### config.mk
export PLATFORM = sky130hd
export DESIGN_NAME = data_memory_arbiter
export DESIGN_NICKNAME = d
export VERILOG_FILES = /design/src/rtl/data_memory_arbiter.sv
export SDC_FILE = /design/constraint.sdc
export NUM_CORES = 1
export LEC_CHECK = 0
export CAP_MARGIN = 30
export CORE_MARGIN = 4
export CORE_UTILIZATION = 40
export DETAILED_ROUTE_END_ITERATION = 6
export PLACE_DENSITY_LB_ADDON = 0.25
export SETUP_SLACK_MARGIN = 0.05
export SYNTH_ARGS = -nofsm -noshare
export SYNTH_HDL_FRONTEND = slang
export SYNTH_SLANG_ARGS = --single-unit
### constraint.sdc
create_clock -name clk -period 1.9 [get_ports clk]
set_input_delay 0.38 -clock clk [delete_from_list [all_inputs] [get_ports clk]]
set_output_delay 0.38 -clock clk [all_outputs]
set_load 0.01 [all_outputs]
### src/rtl/data_memory_arbiter.sv
// Two-port request/ack arbiter and sequencer for the single-port data memory.
// Alternating priority on ties, registered memory strobes, range-checked access.
module data_memory_arbiter #(
   parameter int MEM_DEPTH  = 1024,
   parameter int ADDR_WIDTH = 32,
   parameter int DATA_WIDTH = 32
) (
   input  logic                  clk,
   input  logic                  rst,
   input  logic                  req0,
   input  logic                  we0,
   input  logic [ADDR_WIDTH-1:0] addr0,
   input  logic [DATA_WIDTH-1:0] wdata0,
   output logic                  ack0,
   output logic                  err0,
   output logic [DATA_WIDTH-1:0] rdata0,
   input  logic                  req1,
   input  logic                  we1,
   input  logic [ADDR_WIDTH-1:0] addr1,
   input  logic [DATA_WIDTH-1:0] wdata1,
   output logic                  ack1,
   output logic                  err1,
   output logic [DATA_WIDTH-1:0] rdata1,
   output logic                  mem_WE,
   output logic [ADDR_WIDTH-1:0] mem_A,
   output logic [DATA_WIDTH-1:0] mem_WD,
   input  logic [DATA_WIDTH-1:0] mem_RD,
   output logic                  busy
);

   typedef enum logic [1:0] {
      IDLE,
      ACCESS,
      RESP
   } state_t;

   localparam logic [ADDR_WIDTH:0] DEPTH = (ADDR_WIDTH+1)'(MEM_DEPTH);

   state_t                state;
   logic                  last;
   logic                  gnt;
   logic                  lwe;
   logic                  loor;

   logic                  pick1;
   logic                  s_we;
   logic [ADDR_WIDTH-1:0] s_addr;
   logic [DATA_WIDTH-1:0] s_wd;
   logic                  s_oor;
   logic [DATA_WIDTH-1:0] rv;

   // Port 1 wins when alone, or on a tie when port 0 was served last.
   assign pick1  = req1 & (~req0 | ~last);
   assign s_we   = pick1 ? we1 : we0;
   assign s_addr = pick1 ? addr1 : addr0;
   assign s_wd   = pick1 ? wdata1 : wdata0;
   assign s_oor  = {1'b0, s_addr} >= DEPTH;

   // Writes echo their own data; rejected accesses return zero.
   assign rv = loor ? '0 : (lwe ? mem_WD : mem_RD);

   always_ff @(posedge clk or negedge rst) begin
      if (!rst) begin
         state  <= IDLE;
         last   <= 1'b1;
         gnt    <= 1'b0;
         lwe    <= 1'b0;
         loor   <= 1'b0;
         ack0   <= 1'b0;
         ack1   <= 1'b0;
         err0   <= 1'b0;
         err1   <= 1'b0;
         busy   <= 1'b0;
         mem_WE <= 1'b0;
         mem_A  <= '0;
         mem_WD <= '0;
         rdata0 <= '0;
         rdata1 <= '0;
      end else begin
         unique case (state)
            IDLE: begin
               if (req0 | req1) begin
                  state  <= ACCESS;
                  gnt    <= pick1;
                  last   <= pick1;
                  lwe    <= s_we;
                  loor   <= s_oor;
                  mem_A  <= s_addr;
                  mem_WD <= s_wd;
                  mem_WE <= s_we & ~s_oor;
                  busy   <= 1'b1;
               end
            end
            ACCESS: begin
               if (gnt) rdata1 <= rv;
               else     rdata0 <= rv;
               ack0   <= ~gnt;
               ack1   <= gnt;
               err0   <= ~gnt & loor;
               err1   <= gnt & loor;
               mem_WE <= 1'b0;
               mem_A  <= '0;
               mem_WD <= '0;
               state  <= RESP;
            end
            RESP: begin
               ack0  <= 1'b0;
               ack1  <= 1'b0;
               err0  <= 1'b0;
               err1  <= 1'b0;
               busy  <= 1'b0;
               state <= IDLE;
            end
            default: state <= IDLE;
         endcase
      end
   end

endmodule

# Yosys cells after proc, flatten, opt, wreduce, memory -nomap -nowiden
# Cells that the tools add are included.
totals:
  regBits: 140
  word_cells: 57
  output_inout_bits: 134
  input_bits: 166
op_classes:
  bitwise_logic: 10
  reduce_logical: 9
  magnitude_cmp: 1
  mux: 19
  eq_ne: 3
ops:
  columns: ["op", "n"]
  rows:
  - ["$mux W32", 6]
  - ["$pmux W32 S2", 2]
  - ["$ge A32 B11 Y1 const B", 1]
  - ["$pmux W1 S2", 6]
  - ["$reduce_and A2 Y1", 5]
  - ["$reduce_bool A2 Y1", 3]
  - ["$and A1 B1 Y1", 4]
  - ["$not A1 Y1", 4]
  - ["$pmux W2 S2", 1]
  - ["$mux W1", 3]
  - ["$eq A2 B1 Y1 const B", 1]
  - ["$eq A2 B2 Y1 const B", 1]
  - ["$logic_not A2 Y1", 1]
  - ["$mux W2", 1]
  - ["$ne A2 B2 Y1 const B", 1]
  - ["$or A1 B1 Y1", 2]

# Logic depth before layout (Yosys ltp)
depth:
  depth_word: 9
  ltp_mapped: 8
  depth_no_buf: 6

# Least setup slack after synthesis
# Ideal clock, no wire load.
synth_path:
  kind: "register -> register"
  start: "reg state[1]"
  end: "reg rdata0[10]"
  t_required_ps: 1775
  setup_ps: 125
  synth_period_minus_slack_ps: 1636
  path_buffers: 2
  path_slack_ps: 264
  arrival_ps: 1511
  stages_incl_launch_ff: 7
  path_cell_list: "dfrtp_1 inv_1 ha_1 nor2b_1 clkbuf_1 buf_2 mux2_2"
synth_between:
  elab_chain_len: 2
synth_rtl:
  columns: ["item", "line", "rtl"]
  rows:
  - ["start: declaration", "39", "state_t state;"]
  - ["start signal: assignment", "64", "state <= IDLE;"]
  - ["start signal: assignment", "83", "state <= ACCESS;"]
  - ["start signal: assignment", "104", "state <= RESP;"]
  - ["$eq A2 B1 Y1", "80", "unique case (state)"]
  - ["$reduce_and A2 Y1 (no source line)", null, null]
  - ["end signal: assignment", "96", "else rdata0 <= rv;"]
  - ["end: declaration", "16", "output logic [DATA_WIDTH-1:0] rdata0,"]
# No other way between the ends.
# A chain may end at the register's enable or synchronous reset.

# Worst setup path after layout
layout_path:
  start: "reg mem_WD[1]"
  end: "out mem_WD[1]"
layout_lines:
  columns: ["item", "line", "rtl"]
  rows:
  - ["start: declaration", "26", "output logic [DATA_WIDTH-1:0] mem_WD,"]
  - ["start signal: assignment", "89", "mem_WD <= s_wd;"]
# No word-level cell between the ends.

==> results_dict.tcl <==
set metrics [dict create \
    cts_max_path_buffers 2 \
    timing.critical_path.buf_inv 1 \
    area_delta_synth_final_pct 64.54 \
    relSlewSlack_pct 73.21 \
    clock_buffers_created_by_tritoncts 17 \
    htree_num_levels 4 \
    synth-edff-count 0 \
    synth.cell_area_um2 6435 \
    post_synth_main_area_contributors "sky130_fd_sc_hd__dfrtp_1 54%, sky130_fd_sc_hd__mux2i_1 15%, sky130_fd_sc_hd__mux2_2 11%, sky130_fd_sc_hd__nand2_1 4.0%, sky130_fd_sc_hd__o21ai_1 4.0%" \
    timing.critical_path.arrival_ns 1.38 \
    worst_ir_drop_vdd_uv 1019 \
    timing.fmax_ghz 0.5675 \
    syn_nets 722 \
    layout.filler_cells 1189 \
    synth_top_cells_by_count "139 x sky130_fd_sc_hd__dfrtp_1, 97 x sky130_fd_sc_hd__mux2i_1, 69 x sky130_fd_sc_hd__nand2_1, 65 x sky130_fd_sc_hd__mux2_2, 51 x sky130_fd_sc_hd__o21ai_1" \
    wl_per_cell_um 18.63 \
    drt-initial-drc-count 204 \
    cp-start-kind "register" \
    synthCells 552 \
    ff2ff_setup_slack_ns 0.19 \
    critPathTopFamily "buffers and inverters" \
    worstSkewPairLatency_ns 0.41 \
    layout-drive-gt1-share_pct 15.78 \
    cts_num_sinks 140 \
    cts_tree "yes" \
    worstPathCellList "clkdlybuf4s50_1" \
    gpl.final_weighted_congestion 0.8349 \
    critPathMaxFanout 3 \
    cts.repair_timing.setup_buffer_count 0 \
    rsz_0062_raised_after_global_routing "false" \
    synth.largest_area_cell "sky130_fd_sc_hd__dfrtp_1" \
    initial_antenna_violation_count 1 \
    grt.overflow.total 0 \
    final.min_clock_period_ns 1.762 \
    min_path_type "in -> async" \
    critPathCaptureType "output port" \
    routed_wirelength_um 20460 \
    floorplan.die_area_um2 18180 \
    initial_core_utilization_pct 40.66 \
    core.rowCount 46 \
    async_reset_ff_share_pct 100.0 \
    timing.final.max_slew_violations 0 \
    yosysSeqAreaShare_pct 54.46 \
    synth_cell_type_count 29 \
    grt_use_total_pct 22.45 \
    critPathMaxStageDelay_ns 0.56 \
    antenna_violating_nets_post_route 0 \
    outcome "finished, final reports clean" \
    core-area_um2 15830 \
    crit_slowest_cell "sky130_fd_sc_hd__clkdlybuf4s50_1" \
    worstPathRequired_ns 1.52 \
    grt_pass1_vias 5947 \
    synthesis.area_per_instance_um2 11.66 \
    ios 300 \
    drt_pre_antenna_iters 7 \
    fp.dieH_um 134.8 \
    grt_start_max_net_pins 58 \
    ys_ff_latch 140 \
    timing.hold.ws_ns 0.4450 \
    clock_pin_slew_of_the_registers_on_the_worst_case_setup_and_hold_paths_ns 0.06 \
    leakage_dissipation_nw 4.638 \
    post-route-worst-setup-slack_ns 0.1380 \
    tightest_slew_ns 0.3982 \
    path_class "reg -> out" \
    setup_violations 0 \
    design.final.nets 1039 \
    drc 0 \
    vias 5503 \
    post-synth-top-area-fraction_pct 54.05 \
    timing_hold_violations_final 0 \
    synth_most_common_cell "sky130_fd_sc_hd__dfrtp_1" \
    portBuffers 299 \
    timing.max_cap.violations 0 \
    min_period_over_period_pct 92.74 \
    synth_warnings 0 \
    clock-skew-final_ns 0.008127 \
    dieWidth_um 134.8 \
    cts-root-buf "sky130_fd_sc_hd__clkbuf_16" \
    drt-vias-per-instance 5.012 \
    grt_pass1_wl_um 31930 \
    pwr_density_cell_nw_per_um2 1415 \
    post-place-ws_ns -0.1132 \
    post-dp-hpwl_um 15600 \
    synth_ff_type "sky130_fd_sc_hd__dfrtp_1" \
]
## metrics by stage
| stage | setup TNS [ns] | cell area [um^2] | cells | power, W | utilization (%) |
|---|---|---|---|---|---|
| floorplan | 0 | 6435 | 552 | 0.007925 | - |
| global placement | -0.2783 | 9940 | 1065 | 0.01135 | 62.80 |
| detailed placement | -1.058 | 9940 | 1065 | 0.01156 | 62.80 |
| CTS | 0 | 10580 | 1097 | 0.01514 | 66.86 |
| global route | 0 | 10590 | 1098 | 0.01583 | 66.89 |
| finish | 0 | 10590 | 1098 | 0.01498 | 66.89 |
## logic make-up after synthesis
| family | synth area share, % |
|---|---|
| muxes | 26.81 |
| AOI/OAI and AO/OA | 6.475 |
| buffers and inverters | 3.383 |
| DFF | 54.46 |
| and+or+nand+nor | 8.089 |
| adders and majority gates | 0.7778 |
## power by group
group,total (W),internal (W),switching (W)
clock,0.00355,0.00230,0.00125
sequential,0.00457,0.00396,0.000609
combinational,0.00686,0.00366,0.00320
total,0.0150,0.00992,0.00506
## path summary, 6_finish.rpt
check | startpoint | endpoint | cells past startpoint
max in group asynchronous | rst | rdata1[11] | 3
min in group clk | mem_A[6] | mem_A[6] | 2
max reg2reg | state[0] | mem_A[4] | 6
max | mem_WD[1] | mem_WD[1] | 1
min | rst | rdata1[12] | 2
min reg2reg | mem_A[6] | mem_A[6] | 2
## sequential cells by signal, indices dropped and copies added (netlist names)
register / count
mem_A: 32
last: 1
err0: 1
rdata1: 32
ack1: 1
ack0: 1
busy: 1
err1: 1
rdata0: 32
loor: 1
gnt: 1
mem_WE: 1
lwe: 1
mem_WD: 32
state: 2
## cells in the final DEF, fill, tap and decap left out, drive strengths merged, types with 3 or more instances in the layout
| cell | Yosys | routed |
|---|---|---|
| buf | 30 | 35 |
| clkbuf | 6 | 21 |
| clkinv | 0 | 3 |
| o21ai | 68 | 68 |
| inv | 6 | 7 |
| ha | 4 | 4 |
| mux2i | 97 | 97 |
| dfrtp | 139 | 139 |
| nor2 | 36 | 36 |
| nor4 | 10 | 10 |
| mux2 | 67 | 67 |
| bufinv | 0 | 4 |
| nand2 | 69 | 69 |
| clkdlybuf4s50 | 0 | 298 |
## layer usage
| metal | vias to the layer above | routed length [um] | track usage (%) |
|---|---|---|---|
| li1 | 2571 | - | - |
| met1 | 2690 | 8156 | 27.32 |
| met2 | 200 | 10450 | 38.16 |
| met3 | 42 | 1270 | 5.626 |
| met4 | 0 | 584 | 9.219 |
| met5 | - | 0 | 0 |
## repair_timing
action	in CTS	in global routing
setup endpoints to repair	0	3
gates resized for setup	0	1
endpoints found under the hold margin	35	0
hold buffers	1	0
## layout make-up
type	count	area (um^2)	area share, %
Antenna cell	1	2.502	0.02363
Clock buffer	21	470.5	4.443
Clock inverter	10	162.7	1.536
Inverter	6	22.52	0.2127
Multi-Input combinational cell	370	2744	25.92
Sequential cell	140	3506	33.11
Tap cell	216	270.3	2.553
Timing Repair Buffer	334	3410	32.20
(Power assumes the default switching activity.)
